===== src/rtl/nv_nvdla_csb_master_falcon2csb_fifo_ctrl_pkg.sv =====
// Shared sizing constants for the falcon2csb request FIFO in the CSB master.
package nv_nvdla_csb_master_falcon2csb_fifo_ctrl_pkg;
  localparam int unsigned FALCON2CSB_FIFO_DEPTH = 4;
  localparam int unsigned FALCON2CSB_FIFO_AW    = 2;
  localparam int unsigned FALCON2CSB_PD_WIDTH   = 50;
endpackage


===== src/rtl/nv_nvdla_csb_master_falcon2csb_fifo_ctrl.sv =====
// falcon2csb FIFO controller: pointers, occupancy counters and two-stage
// (latch, then commit) write timing for the external 4x50 flop RAM.
module nv_nvdla_csb_master_falcon2csb_fifo_ctrl
  import nv_nvdla_csb_master_falcon2csb_fifo_ctrl_pkg::*;
#(
  parameter int unsigned DEPTH = FALCON2CSB_FIFO_DEPTH,
  parameter int unsigned AW    = FALCON2CSB_FIFO_AW,
  parameter int unsigned WIDTH = FALCON2CSB_PD_WIDTH
) (
  input  logic             nvdla_core_clk,
  input  logic             nvdla_core_rstn,
  input  logic             wr_pvld,
  output logic             wr_prdy,
  input  logic [WIDTH-1:0] wr_pd,
  output logic             rd_pvld,
  input  logic             rd_prdy,
  output logic [WIDTH-1:0] rd_pd,
  output logic             ram_iwe,
  output logic [WIDTH-1:0] ram_di,
  output logic             ram_we,
  output logic [AW-1:0]    ram_wa,
  output logic [AW-1:0]    ram_ra,
  input  logic [WIDTH-1:0] ram_dout,
  output logic             ram_clk_en,
  output logic             fifo_idle
);

  logic [AW-1:0] wr_adr_q, wr_adr_d;
  logic [AW-1:0] rd_adr_q, rd_adr_d;
  logic [AW:0]   wr_count_q, wr_count_d;
  logic [AW:0]   rd_count_q, rd_count_d;
  logic          wr_pend_q;
  logic [AW-1:0] wr_pend_adr_q;
  logic          wr_push;
  logic          rd_pop;

  // Ready depends only on registered occupancy; a same-cycle pop does not free a slot early.
  assign wr_prdy = (wr_count_q != (AW+1)'(DEPTH));
  assign wr_push = wr_pvld & wr_prdy;
  assign rd_pvld = (rd_count_q != '0);
  assign rd_pop  = rd_pvld & rd_prdy;

  assign ram_iwe    = wr_push;
  assign ram_di     = wr_pd;
  assign ram_we     = wr_pend_q;
  assign ram_clk_en = wr_pend_q;
  assign ram_wa     = wr_pend_adr_q;
  assign ram_ra     = rd_adr_q;
  assign rd_pd      = ram_dout;
  assign fifo_idle  = (wr_count_q == '0) & ~wr_pend_q;

  always_comb begin
    wr_adr_d   = wr_push ? wr_adr_q + AW'(1) : wr_adr_q;
    rd_adr_d   = rd_pop  ? rd_adr_q + AW'(1) : rd_adr_q;
    wr_count_d = wr_count_q;
    rd_count_d = rd_count_q;
    unique case ({wr_push, rd_pop})
      2'b10:   wr_count_d = wr_count_q + (AW+1)'(1);
      2'b01:   wr_count_d = wr_count_q - (AW+1)'(1);
      default: wr_count_d = wr_count_q;
    endcase
    // rd_count tracks committed entries, so it lags a push by the pending write cycle.
    unique case ({wr_pend_q, rd_pop})
      2'b10:   rd_count_d = rd_count_q + (AW+1)'(1);
      2'b01:   rd_count_d = rd_count_q - (AW+1)'(1);
      default: rd_count_d = rd_count_q;
    endcase
  end

  always_ff @(posedge nvdla_core_clk or negedge nvdla_core_rstn) begin
    if (!nvdla_core_rstn) begin
      wr_adr_q      <= '0;
      rd_adr_q      <= '0;
      wr_count_q    <= '0;
      rd_count_q    <= '0;
      wr_pend_q     <= 1'b0;
      wr_pend_adr_q <= '0;
    end else begin
      wr_adr_q      <= wr_adr_d;
      rd_adr_q      <= rd_adr_d;
      wr_count_q    <= wr_count_d;
      rd_count_q    <= rd_count_d;
      wr_pend_q     <= wr_push;
      wr_pend_adr_q <= wr_adr_q;
    end
  end

endmodule


===== config.mk =====
export PLATFORM = sky130hd
export DESIGN_NAME = nv_nvdla_csb_master_falcon2csb_fifo_ctrl
export DESIGN_NICKNAME = d
export VERILOG_FILES = /design/src/rtl/nv_nvdla_csb_master_falcon2csb_fifo_ctrl_pkg.sv /design/src/rtl/nv_nvdla_csb_master_falcon2csb_fifo_ctrl.sv
export SDC_FILE = /design/constraint.sdc
export NUM_CORES = 1
export LEC_CHECK = 0
export BUFFER_PORTS_ARGS = -buffer_cell sky130_fd_sc_hd__buf_2
export CAP_MARGIN = 20
export CORE_AREA = 2 2 82 84
export DETAILED_ROUTE_END_ITERATION = 6
export DIE_AREA = 0 0 84 86
export SETUP_SLACK_MARGIN = 0.15
export SLEW_MARGIN = 20
export SYNTH_ARGS = -nofsm -noshare
export SYNTH_HDL_FRONTEND = slang
export SYNTH_SLANG_ARGS = --single-unit

===== constraint.sdc =====
create_clock -name nvdla_core_clk -period 3.89 [get_ports nvdla_core_clk]
set_input_delay 0.389 -clock nvdla_core_clk [delete_from_list [all_inputs] [get_ports nvdla_core_clk]]
set_output_delay 0.389 -clock nvdla_core_clk [all_outputs]
set_load 0.02 [all_outputs]

======== Yosys cells after proc, flatten, opt, wreduce, memory -nomap -nowiden ========
Cells that the tools add are included.
word-level totals
  word-level logic and storage cells ...... 27
  flip-flop bits (word level) ............. 13
  output and inout bits ................... 110
  input port bits ......................... 104
operators by class
  bitwise logic cells ..................... 4
  equal/unequal tests ..................... 5
  reductions and logical operators ........ 4
  mux-type cells .......................... 2
  add/subtract/negate cells ............... 6
operator list
  operator                                                             number
  3-bit one-hot mux with 2 select lines                                2
  3-bit by 1-bit adder with 3-bit output (second input constant)       2
  3-bit by 1-bit subtractor with 3-bit output (second input constant)  2
  2-bit by 1-bit adder with 2-bit output (second input constant)       2
  2-bit by 1-bit == test with 1-bit output (second input constant)     2
  2-bit == test (second input constant)                                2
  2-bit nonzero test                                                   2
  1-bit bitwise AND                                                    3
  3-bit zero test                                                      1
  3-bit inequality test (second input constant)                        1
  3-bit nonzero test                                                   1
  1-bit inverter                                                       1

======== Logic depth before layout (Yosys ltp) ========
  depth in word-level cells ............... 4
  depth in mapped cells ................... 8
  gate-level depth less buffers ........... 8

======== Worst setup path after synthesis ========
No wires, ideal clock.
  path kind ............................... reg-to-reg
  from .................................... register wr_count_q[0]
  to ...................................... register wr_count_q[2]
  data required time ...................... 3.811 ns
  setup time .............................. 0.079 ns
  arrival time ............................ 1.918 ns
  path buffers ............................ 0
  slack ................................... 1.893 ns
  stages on the path, launching flop included .. 9
  clock period less this slack ............ 1.997 ns
  path through ............................ dfrtp_1 > or3b_4 > nand2_4 > ha_1 > inv_1 > fa_1 > xor2_1 > nor2_1 > xor2_1
between the ends
  longest elaborated chain between the ends .. 4
  elaborated cells on any way between the ends .. 8
  classes of those cells .................. add/sub: 2; eq/ne: 3; mux: 1; bitwise: 1; reduce/logical: 1
ends and longest elaborated chain
  element                                                                      RTL line                                        RTL
  start: declaration                                                           nv_nvdla_csb_master_falcon2csb_fifo_ctrl.sv:30  logic [AW:0] wr_count_q, wr_count_d;
  start signal: assignment                                                     nv_nvdla_csb_master_falcon2csb_fifo_ctrl.sv:81  wr_count_q <= wr_count_d;
  3-bit inequality test (*)                                                    nv_nvdla_csb_master_falcon2csb_fifo_ctrl.sv:38  assign wr_prdy = (wr_count_q != (AW+1)'(DEPTH));
  net wr_prdy                                                                  nv_nvdla_csb_master_falcon2csb_fifo_ctrl.sv:13  output logic wr_prdy,
  1-bit bitwise AND (*)                                                        nv_nvdla_csb_master_falcon2csb_fifo_ctrl.sv:39  assign wr_push = wr_pvld & wr_prdy;
  2-bit by 1-bit == test with 1-bit output or 2-bit == test (tied branches)    nv_nvdla_csb_master_falcon2csb_fifo_ctrl.sv:57  unique case ({wr_push, rd_pop})
  3-bit one-hot mux with 2 select lines or 2-bit nonzero test (tied branches)  --
Mark *: on every way through the listed nets, which the timed path passes. The rest lies on a longest branch.
A chain may end at the register's enable or synchronous reset.

======== Final worst setup path ========
  from .................................... register wr_count_q[0]
  to ...................................... register wr_count_q[2]
between the ends
  longest elaborated chain between the ends .. 4
  elaborated cells on any way between the ends .. 8
  classes of those cells .................. add/sub: 2; eq/ne: 3; mux: 1; bitwise: 1; reduce/logical: 1
ends and longest elaborated chain
  element                                                                      RTL line
  3-bit inequality test                                                        nv_nvdla_csb_master_falcon2csb_fifo_ctrl.sv:38
  1-bit bitwise AND                                                            nv_nvdla_csb_master_falcon2csb_fifo_ctrl.sv:39
  2-bit by 1-bit == test with 1-bit output or 2-bit == test (tied branches)    nv_nvdla_csb_master_falcon2csb_fifo_ctrl.sv:57
  3-bit one-hot mux with 2 select lines or 2-bit nonzero test (tied branches)  --
Several ways; a longest one is shown, not always the timed one.

==> results.py <==
metrics = {
    "cells_and_area": {
        "drive_gt1_share_pct": 30.16,
        "diodes": 0,
        "area_growth_pct": -40.83,
        "final_core_util_pct": 12.74,
        "fin_nets": 172,
        "multiInputGateArea_um2": 237.7,
        "num-fill-cells": 705,
        "final_cell_mix": "buf_2 (13), dfrtp_1 (13), inv_1 (8)",
        "ff_latch_area_um2": 325.3,
        "stdcell_count": 140,
        "finalInstanceArea_um2": 799.5,
    },
    "yosys": {
        "syn_area_um2": 1351,
        "syn_inst": 147,
        "synth_nets": 255,
        "synth_compound_area_share_pct": 0.6481,
        "muxShareOfSynthArea_pct": 1.481,
        "synth_top_family_by_area": "buffers and inverters",
        "ys_ff_latch": 13,
        "yosysWarnings": 0,
        "synth_simple_gate_area_share_pct": 4.167,
        "ys_seq_area_share_pct": 24.07,
        "syn_area_per_cell_um2": 9.192,
        "synth_cell_types": 16,
        "synth-adder-area-share_pct": 4.815,
        "synth_xor_area_share_pct": 6.481,
    },
    "timing": {
        "min_period_over_period_pct": 52.93,
        "min_period_ps": 2059,
        "finClkSkew_ps": 1.737,
        "worst_slack_ps": 1831,
        "hold_viol": 0,
        "fmax_ghz": 0.4857,
        "slew_headroom_pct": 80.29,
        "fin_hold_ws_ps": 29.14,
        "tns_ps": 0,
        "setup_violations": 0,
        "rsz0062_at_grt": "false",
        "worstMarginPinSlew_ps": 295.7,
        "drv_slew": 0,
    },
    "grt": {
        "track_usage_pct": 5.186,
        "grt_max_degree": 14,
        "grt_pass1_wl_um": 2835,
        "antenna_found_initial": 0,
        "grt_pass1_vias": 517,
        "overflow": 0,
    },
    "drt": {
        "vias": 478,
        "drt-vias-per-instance": 3.414,
        "wl_per_cell_um": 12.64,
        "wl_um": 1770,
        "drc": 0,
        "route.met2.wl_um": 707,
        "drt_pre_antenna_iters": 3,
        "top_layer": "met4",
        "wl_met3_um": 311,
        "drt-initial-drc-count": 11,
        "wl_met1_um": 486,
        "ant_nets": 0,
    },
    "clock_network": {
        "cts_buffers": 3,
        "cts.sinks": 13,
        "postCtsSetupRepairBufs": 0,
        "htree_levels": 1,
        "ctsResizeCount": 0,
        "postCtsHoldBufs": 0,
        "clk_path_buf_depth": 2,
        "clockRootBuffer": "clkbuf_8",
        "clk_pin_slew_ps": 50,
        "cts_tree": "done",
        "clkLatencyLatePin_ps": 240,
    },
    "floorplanning": {
        "ios": 214,
        "rows": 29,
        "dieArea_um2": 7224,
        "die_h_um": 86,
        "core_um2": 6277,
        "die_w_um": 84,
        "initial_core_util_pct": 21.53,
    },
    "worst_setup_path": {
        "arrival_ps": 2210,
        "slowest_stage": "or3b_4",
        "worst-setup-path-type": "reg2reg",
        "ff2ff_setup_slack_ps": 1830,
        "crit_family": "simple AND/OR/NAND/NOR gates",
        "critPathMaxFanout": 4,
        "setup.worst_path.start_class": "flip-flop",
        "end_kind": "flip-flop",
        "path_cells": "or3b_4, nand2_4, ha_1, inv_1, fa_1, xor2_1, nor2_1, xor2_1",
        "cp_common_cell": "xor2_1",
        "path_buf_inv": 1,
        "cp_data_required_time_ps": 4050,
        "slowest_delay_ps": 440,
    },
    "pwr": {
        "powerDensity_nw_per_um2": 840.4,
        "peakVddDrop_mv": 0.2264,
        "pwr-share-comb_pct": 43.8,
        "intPower_mw": 0.4090,
        "p_seq_share_pct": 38.9,
        "switchingPower_mw": 0.2629,
        "power.total_mw": 0.6719,
        "p_leak_nw": 0.3608,
        "clockPowerShare_pct": 17.3,
        "swShare_pct": 39.12,
    },
    "placement": {
        "dp_cells": 136,
        "placement.cell_area_um2": 754.5,
        "dp_hpwl_um": 1426,
        "dp_slack_ps": 1830,
        "place.gp.congestion": 0.6890,
        "portBuffers": 13,
    },
    "outcome": {
        "status": "finished, final reports clean",
    },
    "hold_path": {
        "hp-class": "in2async",
    },
    "run": {
        "max_cap_violations": 0,
    },
}
-- worst paths after layout --
path	cells past startpoint	endpoint	startpoint
max	8	wr_count_q[2]	wr_count_q[0]
min	1	ram_wa[1]	nvdla_core_rstn
max reg2reg	8	wr_count_q[2]	wr_count_q[0]
min reg2reg	0	ram_wa[1]	wr_adr_q[1]
max in group asynchronous	1	wr_count_q[0]	nvdla_core_rstn
min in group nvdla_core_clk	0	ram_wa[1]	wr_adr_q[1]
-- flip-flops by register name, indices dropped and copies added (netlist names) --
name / flops
rd_count_q: 3
wr_count_q: 3
ram_ra: 2
ram_wa: 2
wr_adr_q: 2
ram_clk_en: 1
-- synthesized netlist by cell type --
library cell	count	area (um^2)
nand3_2	1	10.01
xnor2_1	5	43.79
buf_4	101	758.2
nor4_1	1	6.260
inv_1	8	30.03
ha_1	2	25.02
dfrtp_1	13	325.3
fa_1	2	40.04
nor2_1	2	7.510
o31a_1	1	8.760
nand2_4	1	11.26
xor2_1	5	43.79
mux2i_1	2	20.02
or3b_4	1	11.26
nand2_1	1	3.750
or3_1	1	6.260
-- area by class of cell --
type | count | share of cell area, %
timing repair buffer | 13 | 8.138
tap | 77 | 12.05
multi-input combinational | 25 | 29.73
clock buffer | 4 | 5.634
inverter | 8 | 3.756
sequential | 13 | 40.69
-- power by group through the flow --
stage	logic, mW	clock network, mW	registers (mW)
finish	0.294	0.116	0.261
global route	0.337	0.129	0.272
CTS	0.305	0.122	0.263
detailed placement	0.301	0	0.264
global placement	0.302	0	0.262
floorplan	0.348	0	0.283
-- metal layers --
metal  global-route usage [%]  up-vias
li1                         -      177
met1                    4.310      208
met2                    6.036       53
met3                    4.524       40
met4                    7.771        0
met5                        0        -
-- cells by family (layout without fill, tap and decap cells) --
family	count (synthesis)	in the layout
AO/OA/AOI/OAI	1	1
XOR/XNOR	10	10
adder cells (fa/ha/maj)	4	4
buffers and inverters	109	25
flip-flops	13	13
multiplexers	2	2
AND/OR/NAND/NOR	8	8
No activity file was read; power rests on OpenSTA's default activity.
